## config.mk

```make
export PLATFORM = sky130hd
export DESIGN_NAME = ram_stream_reader
export DESIGN_NICKNAME = d
export VERILOG_FILES = /design/src/rtl/ram_stream_reader.sv
export SDC_FILE = /design/constraint.sdc
export NUM_CORES = 1
export LEC_CHECK = 0
export CAP_MARGIN = 20
export CORE_ASPECT_RATIO = 0.5
export CORE_MARGIN = 2
export CORE_UTILIZATION = 49
export DETAILED_ROUTE_END_ITERATION = 8
export PLACE_DENSITY = 0.79
export SYNTH_ARGS = -nofsm -noshare
export SYNTH_HDL_FRONTEND = slang
export SYNTH_SLANG_ARGS = --single-unit
```

## constraint.sdc

```tcl
create_clock -name clk_i -period 2.8 [get_ports clk_i]
set_input_delay 0.28 -clock clk_i [delete_from_list [all_inputs] [get_ports clk_i]]
set_output_delay 0.28 -clock clk_i [all_outputs]
set_load 0.02 [all_outputs]
```

## src/rtl/ram_stream_reader.sv

```systemverilog
// Read-side master for a 1-cycle-latency synchronous RAM that emits len_i words from base_i as a ready/valid stream.
// Define RAM_STREAM_READER_LAST_EN to add the last_o end-of-transfer tag.
module ram_stream_reader #(
    parameter int width_p = 8,
    parameter int depth_p = 128
) (
    input  logic                       clk_i,
    input  logic                       reset_i,
    input  logic                       start_i,
    input  logic [$clog2(depth_p)-1:0] base_i,
    input  logic [$clog2(depth_p):0]   len_i,
    output logic                       busy_o,
    output logic                       done_o,
    output logic [$clog2(depth_p)-1:0] rd_addr_o,
    input  logic [width_p-1:0]         rd_data_i,
    output logic                       valid_o,
    input  logic                       ready_i,
    output logic [width_p-1:0]         data_o
`ifdef RAM_STREAM_READER_LAST_EN
    ,
    output logic                       last_o
`endif
);
    localparam int addr_w = $clog2(depth_p);

    // state | meaning
    // IDLE  | waiting for start_i
    // RUN   | issuing reads while words remain
    // DRAIN | all reads issued, emptying in-flight read and buffer
    typedef enum logic [1:0] {IDLE, RUN, DRAIN} state_t;

    state_t              state_q, state_d;
    logic [addr_w-1:0]   ptr_q, ptr_d;
    logic [addr_w:0]     rem_q, rem_d;
    logic                infl_q, issue, pop, done_d, last_issue;
    logic [1:0]          occ_q, occ_d, wr_idx;
    logic [width_p-1:0]  head_q, head_d, tail_q, tail_d;

    assign valid_o    = occ_q != 2'd0;
    assign pop        = valid_o & ready_i;
    assign busy_o     = state_q != IDLE;
    assign rd_addr_o  = ptr_q;
    assign data_o     = head_q;
    assign occ_d      = occ_q - {1'b0, pop} + {1'b0, infl_q};
    assign wr_idx     = occ_q - {1'b0, pop};
    assign last_issue = issue && (rem_q == (addr_w+1)'(1));

    // Credit check counts the read already in flight so the 2-entry buffer can never overflow.
    always_comb begin
        issue = 1'b0;
        if (state_q == RUN && rem_q != '0)
            issue = ({1'b0, occ_q} + {2'b00, infl_q}) < (3'd2 + {2'b00, pop});
    end

    always_comb begin
        head_d = head_q;
        tail_d = tail_q;
        if (pop)
            head_d = tail_q;
        if (infl_q) begin
            if (wr_idx == 2'd0)
                head_d = rd_data_i;
            else
                tail_d = rd_data_i;
        end
    end

    always_comb begin
        state_d = state_q;
        ptr_d   = ptr_q;
        rem_d   = rem_q;
        done_d  = 1'b0;
        case (state_q)
            IDLE: begin
                if (start_i) begin
                    if (len_i != '0) begin
                        ptr_d   = base_i;
                        rem_d   = len_i;
                        state_d = RUN;
                    end else begin
                        done_d = 1'b1;
                    end
                end
            end
            RUN: begin
                if (last_issue)
                    state_d = DRAIN;
            end
            DRAIN: begin
                if (occ_d == 2'd0) begin
                    state_d = IDLE;
                    done_d  = 1'b1;
                end
            end
            default: state_d = IDLE;
        endcase
        if (issue) begin
            ptr_d = (ptr_q == addr_w'(depth_p - 1)) ? '0 : ptr_q + addr_w'(1);
            rem_d = rem_q - (addr_w+1)'(1);
        end
    end

    always_ff @(posedge clk_i or negedge reset_i) begin
        if (!reset_i) begin
            state_q <= IDLE;
            ptr_q   <= '0;
            rem_q   <= '0;
            infl_q  <= 1'b0;
            occ_q   <= 2'd0;
            head_q  <= '0;
            tail_q  <= '0;
            done_o  <= 1'b0;
        end else begin
            state_q <= state_d;
            ptr_q   <= ptr_d;
            rem_q   <= rem_d;
            infl_q  <= issue;
            occ_q   <= occ_d;
            head_q  <= head_d;
            tail_q  <= tail_d;
            done_o  <= done_d;
        end
    end

`ifdef RAM_STREAM_READER_LAST_EN
    logic infl_last_q, head_last_q, tail_last_q, head_last_d, tail_last_d;

    // Tags travel with the data words through the same two buffer slots.
    always_comb begin
        head_last_d = head_last_q;
        tail_last_d = tail_last_q;
        if (pop)
            head_last_d = tail_last_q;
        if (infl_q) begin
            if (wr_idx == 2'd0)
                head_last_d = infl_last_q;
            else
                tail_last_d = infl_last_q;
        end
    end

    always_ff @(posedge clk_i or negedge reset_i) begin
        if (!reset_i) begin
            infl_last_q <= 1'b0;
            head_last_q <= 1'b0;
            tail_last_q <= 1'b0;
        end else begin
            infl_last_q <= last_issue;
            head_last_q <= head_last_d;
            tail_last_q <= tail_last_d;
        end
    end

    assign last_o = valid_o & head_last_q;
`endif

endmodule

```

==> results.cfg, run 1 <==
[synthesis]
synth_top_cell_by_area = dfrtp_1
synthTopCellsByCount = dfrtp_1 (37), nand2_1 (19), o21ai_0 (18)
synth-edff-count = 0
synth.distinct_cells = 47
ys.flop_type = dfrtp_1
synth_most_common_cell = dfrtp_1
avgSynthCellArea_um2 = 10.3
syn_inst = 188
synth_top_area_share_pct = 48.0
syn_area_um2 = 1930
async_flop_share_pct = 100
synth.area.top_cells = dfrtp_1 (48%), mux2i_1 (4.7%), o21ai_0 (4.7%)
synth_seq_cells = 37
synth_nets = 221
yosysSeqAreaShare_pct = 48.0
yosysWarningCount = 0

[clocking]
holdBufCountCts = 0
numCtsBuffers = 5
clk_pin_slew_ns = 0.08
ctsRootBufferMaster = clkbuf_8
htree_levels = 2
cts_tree = yes
ctsLongestPathBuffers = 2
post_cts_resized = 0
postCtsSetupBuffers = 0
clock_sinks = 37
clkLatencyLatePin_ns = 0.29

[drt]
routed_via_density = 5.50
num_vias = 1616
antenna_left = 0
wl_per_cell_um = 14.4
drt_first_pass_iters = 4
drt-total-wl_mm = 4.23
drc = 0
drtIter0Drc = 55

[worst_hold_path]
hold_path_class = input pin to asynchronous set/reset pin

[sta]
fin_crit_sh_pct = 83.9
fin_crit_ns = 2.35
worstMarginPinSlew_ns = 0.905
max-slew-margin-rel_pct = 39.7
fin_tns_setup_ns = 0
rsz0062_at_grt = false
setup_viol = 0
fmax_ghz = 0.426
finalMaxSlewViolations = 0
hold_viol_final = 0
final_critical_path_setup_slack_ns = 0.451
fin_skew_ns = 0.00554

[grt]
grt_max_degree = 38
grt_usage_pct = 20.5
gr-total-overflow = 0
grt_first_pass_wirelength_mm = 7.20
antenna_found_initial = 0
grt_pass1_vias = 1563

[final_layout]
antenna_cells = 0
fillers = 300
area_growth_pct = 32.5
fin_util_pct = 66.5
nets = 272
layout-drive-gt1-share_pct = 13.3

[worst_setup_path]
reg2reg_from = infl_q$_DFF_PN0_
worstPathArrival_ns = 2.53
cp-start-kind = flip-flop
critPathLaunch = infl_q$_DFF_PN0_
crit_path_end_kind = flip-flop
worstSetupPathType = flip-flop to flip-flop
worstPathMaxFanout = 14
r2r_slack_ns = 0.45
worst_ep_required_time_ns = 2.98

[place]
io_buffers = 44
place.gp.congestion = 0.869
place_ws_ns = 0.416
dpl.hpwl_mm = 3.11

[floorplanning]
die_w_um = 92.7
initial_core_util_pct = 50.2
num_rows = 16
core_um2 = 3840
die_y_um = 48.4
die_area_um2 = 4490
ios = 45

[power]
p_total_uw = 2890
p_per_area_nw_per_um2 = 1130
peakVddDrop_uv = 569
p_leak_uw = 0.00109

[run]
drv_cap = 0

[status]
outcome = completed
## stage by stage
stage	instance area, um^2	cells	hold slack (ns)
after floorplan	1930	188	-0.0156
after global routing	2560	294	0.206
after global placement	2440	286	0.453
after CTS	2560	294	0.146
final	2560	294	0.101
after detailed placement	2440	286	0.463
## worst max-delay path: stages, from the launching register on
cell      delay (ns)
dfrtp_1         0.43
ha_1            0.22
ha_1            0.19
or2_1           0.25
or3_1           0.59
clkinv_2        0.22
a21boi_1        0.08
o221a_2         0.25
## path summary, 6_finish.rpt
| check | cells past startpoint | end |
|---|---|---|
| hold reg to reg | 1 | done_o$_DFF_PN0_ |
| min in group clk_i | 1 | done_o$_DFF_PN0_ |
| hold / removal | 1 | rem_q[2]$_DFFE_PN0P_ |
| setup / recovery | 7 | rd_addr_o[4]$_DFFE_PN0P_ |
| max in group asynchronous | 1 | tail_q[0]$_DFFE_PN0P_ |
| setup reg to reg | 7 | rd_addr_o[4]$_DFFE_PN0P_ |
## state kept, by name (all words and copies together) (netlist names)
signal	count
done_o	1
occ_q	2
infl_q	1
data_o	8
rd_addr_o	7
rem_q	8
state_q	2
tail_q	8
## cells by family (layout without fill, tap and decap cells)
| family | after synthesis | after routing | share of synthesized area [%] |
|---|---|---|---|
| simple gates | 53 | 53 | 13.9 |
| xor+xnor | 2 | 2 | 0.908 |
| fa+ha+maj | 6 | 6 | 3.89 |
| flops | 37 | 37 | 48.0 |
| buf+inv | 18 | 70 | 4.28 |
| compound gates | 55 | 55 | 19.6 |
| mux | 17 | 17 | 9.34 |
## placed cells by master (no fill, tap or decap), drive strengths merged, types with 3 or more instances in the layout
cell type      Yosys  layout
dfrtp             37      37
ha                 6       6
or4                3       3
inv               11      11
buf                4       6
clkdlybuf4s50      0      43
clkbuf             2       6
nand2             19      19
o21ai             21      21
mux2i              9       9
mux2               8       8
nand3              7       7
o22ai              5       5
o211ai             4       4
nor2               6       6
a21oi              7       7
nor3               3       3
## report_power, final
group / total (uW) / leakage, uW / internal, uW / switching [uW]
logic: 1460 / 0.000613 / 673 / 789
clock network: 473 / 0.0000543 / 267 / 206
registers: 954 / 0.000427 / 771 / 183
total: 2890 / 0.00109 / 1710 / 1180
## layer usage
layer	share of wire (%)	GRT usage (%)
met3	3.8	5.30
met5	0	0
met1	46	26.6
met2	49	34.7
met4	1.6	5.39
## layout make-up
| type | count | area (um^2) | area share (%) |
|---|---|---|---|
| clock buffers | 5 | 68.8 | 2.69 |
| clock inverters | 3 | 46.3 | 1.81 |
| inverters | 12 | 46.3 | 1.81 |
| multi-input cells | 133 | 921 | 36.0 |
| flip-flops and latches | 37 | 926 | 36.2 |
| well taps | 54 | 67.6 | 2.64 |
| repair buffers | 50 | 480 | 18.8 |
(Power assumes the default switching activity.)
==> inputs of run 2 (changes only) <==
- clock period: 2.8 -> 2.3 ns (I/O delays scaled with it)
==> results.cfg, run 2 (synthesis gave the netlist of run 1 again) <==
[clocking]
postCtsSetupBuffers = 0
ctsRootBufferMaster = clkbuf_8
cts_tree = yes
clock_sinks = 37
clk_pin_slew_ns = 0.08
ctsLongestPathBuffers = 2
clkLatencyLatePin_ns = 0.29
numCtsBuffers = 5
htree_levels = 2

[worst_setup_path]
worst_ep_required_time_ns = 2.54
worstPathMaxFanout = 12
r2r_slack_ns = 0.16
crit_path_end_kind = flip-flop
reg2reg_from = infl_q$_DFF_PN0_
cp-start-kind = flip-flop
reg2regPathDepth = 7
rr_endpoint = rd_addr_o[5]$_DFFE_PN0P_
worstPathArrival_ns = 2.37
worstSetupPathType = flip-flop to flip-flop

[drt]
routed_via_density = 5.45
num_vias = 1620
wl_per_cell_um = 14.0
drtIter0Drc = 76
drt-total-wl_mm = 4.17
drt_first_pass_iters = 4
antenna_left = 0
drc = 0

[sta]
fmax_ghz = 0.468
fin_skew_ns = 0.00607
fin_crit_sh_pct = 92.8
finalMaxSlewViolations = 0
fin_crit_ns = 2.14
worstMarginPinSlew_ns = 0.910
hold_viol_final = 0
fin_tns_setup_ns = 0
setup_viol = 0
max-slew-margin-rel_pct = 39.4
rsz0062_at_grt = false

[worst_hold_path]
hold_path_class = input pin to asynchronous set/reset pin

[power]
p_per_area_nw_per_um2 = 1430
p_leak_uw = 0.00112
peakVddDrop_uv = 703

[floorplanning]
core_um2 = 3840
die_w_um = 92.7
initial_core_util_pct = 50.2
ios = 45
die_area_um2 = 4490
num_rows = 16
die_y_um = 48.4

[grt]
gr-total-overflow = 0
grt_first_pass_wirelength_mm = 7.23
grt_pass1_vias = 1586
antenna_found_initial = 0
grt_max_degree = 38
grt_usage_pct = 20.5

[place]
io_buffers = 44
dpl.hpwl_mm = 3.00
place_area_um2 = 2460
place.gp.congestion = 0.809

[final_layout]
layout-drive-gt1-share_pct = 14.8
fin_area_um2 = 2620
fillers = 319
antenna_cells = 0
area_growth_pct = 35.5
layout_common_cells = clkdlybuf4s50_1 (43), dfrtp_1 (37), nand2_1 (19), o21ai_0 (17), inv_1 (11)
nets = 275
mostFrequentLayoutCell = clkdlybuf4s50_1

[run]
drv_cap = 0

[status]
outcome = completed
==> run 2: changes by cell type in the layout (fill, tap and decap cells not counted), sizes merged <==
cell	change
clkinv	-1
buf	+3
bufinv	+1
inv	+1
clkinvlp	-1
==> run 2: worst max-delay path, cell delays in order (launching register included) <==
cell and delay, ns:
dfrtp_1 0.42, ha_1 0.22, ha_1 0.19, or2_1 0.28
or3_4 0.41, buf_4 0.20, o31ai_1 0.25, a21o_1 0.11
==> run 2: worst max-delay path by stage <==
stage | from | depth (start not counted) | end
finish | infl_q$_DFF_PN0_ | 7 | rd_addr_o[5]$_DFFE_PN0P_
global route | occ_q[0]$_DFF_PN0_ | 7 | rd_addr_o[5]$_DFFE_PN0P_
CTS | occ_q[0]$_DFF_PN0_ | 7 | rd_addr_o[5]$_DFFE_PN0P_
detailed placement | ready_i | 7 | rd_addr_o[5]$_DFFE_PN0P_
global placement | len_i[0] | 6 | rd_addr_o[4]$_DFFE_PN0P_
floorplan | infl_q$_DFF_PN0_ | 8 | rem_q[7]$_DFFE_PN0P_
==> run 2: per-stage QoR <==
step	hold WS, ns	setup slack, ns	util, %	std cells	power, uW
after floorplan	-0.0656	0.295	-	188	2350
after global placement	0.392	0.187	64.1	289	2930
after detailed placement	0.411	0.127	64.1	289	3010
after CTS	0.0968	0.135	67.7	297	3700
after global routing	0.141	0.00714	68.0	297	4020
final	0.0568	0.165	68.0	297	3730
==> run 2: cell type report <==
cell class	count	area [um^2]	area share, %
multi-input cells	133	935	35.7
well taps	54	67.6	2.58
flip-flops and latches	37	926	35.4
clock buffers	5	68.8	2.63
repair buffers	53	503	19.2
inverters	12	46.3	1.77
clock inverters	3	68.8	2.63
==> run 2: where the power goes <==
group          switching, uW  leakage (uW)  internal [uW]
Clock                    247     0.0000687            437
Sequential               209      0.000427            938
Combinational            983      0.000629            914
==> run 2: per-layer routing <==
layer  vias to the layer above  routed length [um]  GRT usage (%)
li1                        794                   -              -
met1                       772                1900           27.6
met2                        50                1990           33.5
met3                         4                 243           4.83
met4                         0                  38           6.13
met5                         -                   0              0
==> run 2: what timing repair did <==
| action | 4_1_cts | 5_1_grt |
|---|---|---|
| setup endpoints to repair | 0 | 2 |
| hold buffers | 0 | 0 |
| gates resized for setup | 0 | 3 |
==> inputs of run 3 (changes only) <==
- GPL_ROUTABILITY_DRIVEN: default -> 0
- PLACE_DENSITY: 0.79 -> default
- PLACE_DENSITY_LB_ADDON: default -> 0.15
==> results.cfg, run 3 (synthesis gave the netlist of run 1 again) <==
[sta]
rsz0062_at_grt = false
hold_ws_ns = 0.0186
worstMarginPinSlew_ns = 0.807
setup_viol = 0
max-slew-margin-rel_pct = 46.2
fin_skew_ns = 0.00392
fin_crit_ns = 2.16
fmax_ghz = 0.463
finalMaxSlewViolations = 0
fin_crit_sh_pct = 93.9
fin_tns_setup_ns = 0
hold_viol_final = 0
final_critical_path_setup_slack_ns = 0.140

[power]
p_per_area_nw_per_um2 = 1410
power_frac_clock_pct = 16.3
power_frac_comb_pct = 52.2
swShare_pct = 39.8
p_leak_uw = 0.00112
internal-power_uw = 2190
peakVddDrop_uv = 613
p_seq_share_pct = 31.5
switchingPower_uw = 1450

[final_layout]
layout_common_cells = clkdlybuf4s50_1 (43), dfrtp_1 (37), nand2_1 (19), o21ai_0 (18), inv_1 (11)
fillers = 322
layout-drive-gt1-share_pct = 14.8
mostFrequentLayoutCell = clkdlybuf4s50_1
nets = 276
layout.cells.non_filler = 298
regArea_um2 = 926
antenna_cells = 0
area_growth_pct = 34.3
fin_util_pct = 67.4
multi_input_area_um2 = 921

[grt]
grt_usage_pct = 20.5
gr-total-overflow = 0
grt_max_degree = 38
antenna_found_initial = 0
grt_pass1_vias = 1464
grt_first_pass_wirelength_mm = 7.14

[drt]
drt-total-wl_mm = 4.28
drc = 0
antenna_left = 0
drt_first_pass_iters = 4
routed_via_density = 5.38
drtIter0Drc = 84
num_vias = 1604
wl_per_cell_um = 14.3

[floorplanning]
num_rows = 16
core_um2 = 3840
die_w_um = 92.7
die_y_um = 48.4
die_area_um2 = 4490
ios = 45
initial_core_util_pct = 50.2

[place]
io_buffers = 44
placed_cells = 290
dpl.hpwl_mm = 3.16
place_ws_ns = 0.169

[status]
outcome = completed

[worst_setup_path]
cp-start-kind = flip-flop
slowest_stage = o31ai_2
crit_path_cell_trace = ha_1, ha_1, or2_1, o31ai_2, buf_4, o21ai_0, a211oi_1
reg2reg_from = infl_q$_DFF_PN0_
crit_path_end_kind = flip-flop
slowest_delay_ns = 0.44
worstSetupPathType = flip-flop to flip-flop
cp.buffers_inverters = 1
cp_common_cell = ha_1
crit_family = compound AO/OA/AOI/OAI gates
worst_ep_required_time_ns = 2.50
worstPathMaxFanout = 5
critPathLaunch = infl_q$_DFF_PN0_
worstPathArrival_ns = 2.36

[clocking]
clkLatencyLatePin_ns = 0.29
cts_tree = yes
clk_pin_slew_ns = 0.08
post_cts_resized = 0
ctsRootBufferMaster = clkbuf_8
postCtsSetupBuffers = 0
ctsLongestPathBuffers = 2
clock_sinks = 37
numCtsBuffers = 5
htree_levels = 2
holdBufCountCts = 0

[run]
drv_cap = 0

[worst_hold_path]
hold_path_class = input pin to asynchronous set/reset pin
==> run 3: final timing paths <==
check,slack [ns],endpoint,depth (start not counted)
worst max register to register,0.14,rd_addr_o[3]$_DFFE_PN0P_,7
worst max-delay path,0.14,rd_addr_o[3]$_DFFE_PN0P_,7
worst min-delay path,0.02,data_o[2]$_DFF_PN0_,1
min in group clk_i,0.49,done_o$_DFF_PN0_,1
max in group asynchronous,1.76,rd_addr_o[1]$_DFFE_PN0P_,1
worst min register to register,0.49,done_o$_DFF_PN0_,1
==> run 3: per-stage QoR <==
stage / cell area [um^2] / total power (uW)
4_1_cts: 2590 / 3660
6_report: 2590 / 3640
3_5_place_dp: 2470 / 3050
3_3_place_gp: 2470 / 2990
2_1_floorplan: 1930 / 2350
5_1_grt: 2590 / 3910
==> run 3: final cells by class <==
| cell class | instances | share of cell area (%) |
|---|---|---|
| repair buffers | 54 | 19.7 |
| inverters | 12 | 1.79 |
| clock buffers | 6 | 3.19 |
| multi-input cells | 133 | 35.5 |
| flip-flops and latches | 37 | 35.7 |
| well taps | 54 | 2.61 |
| clock inverters | 2 | 1.45 |
==> run 3: power by group through the flow <==
stage	Clock, uW	Sequential [uW]	Combinational (uW)
CTS	609	1150	1900
floorplan	0	1260	1090
detailed placement	0	1160	1890
finish	595	1150	1900
global route	643	1190	2080
global placement	0	1140	1850
==> run 3: metal layers <==
metal / vias up / part of all wire, % / routed length [um] / global-route usage [%]
li1: 800 / - / - / -
met1: 758 / 49 / 2080 / 29.1
met2: 41 / 45 / 1910 / 31.6
met3: 5 / 5.8 / 248 / 5.30
met4: 0 / 0.89 / 38 / 5.64
met5: - / 0 / 0 / 0
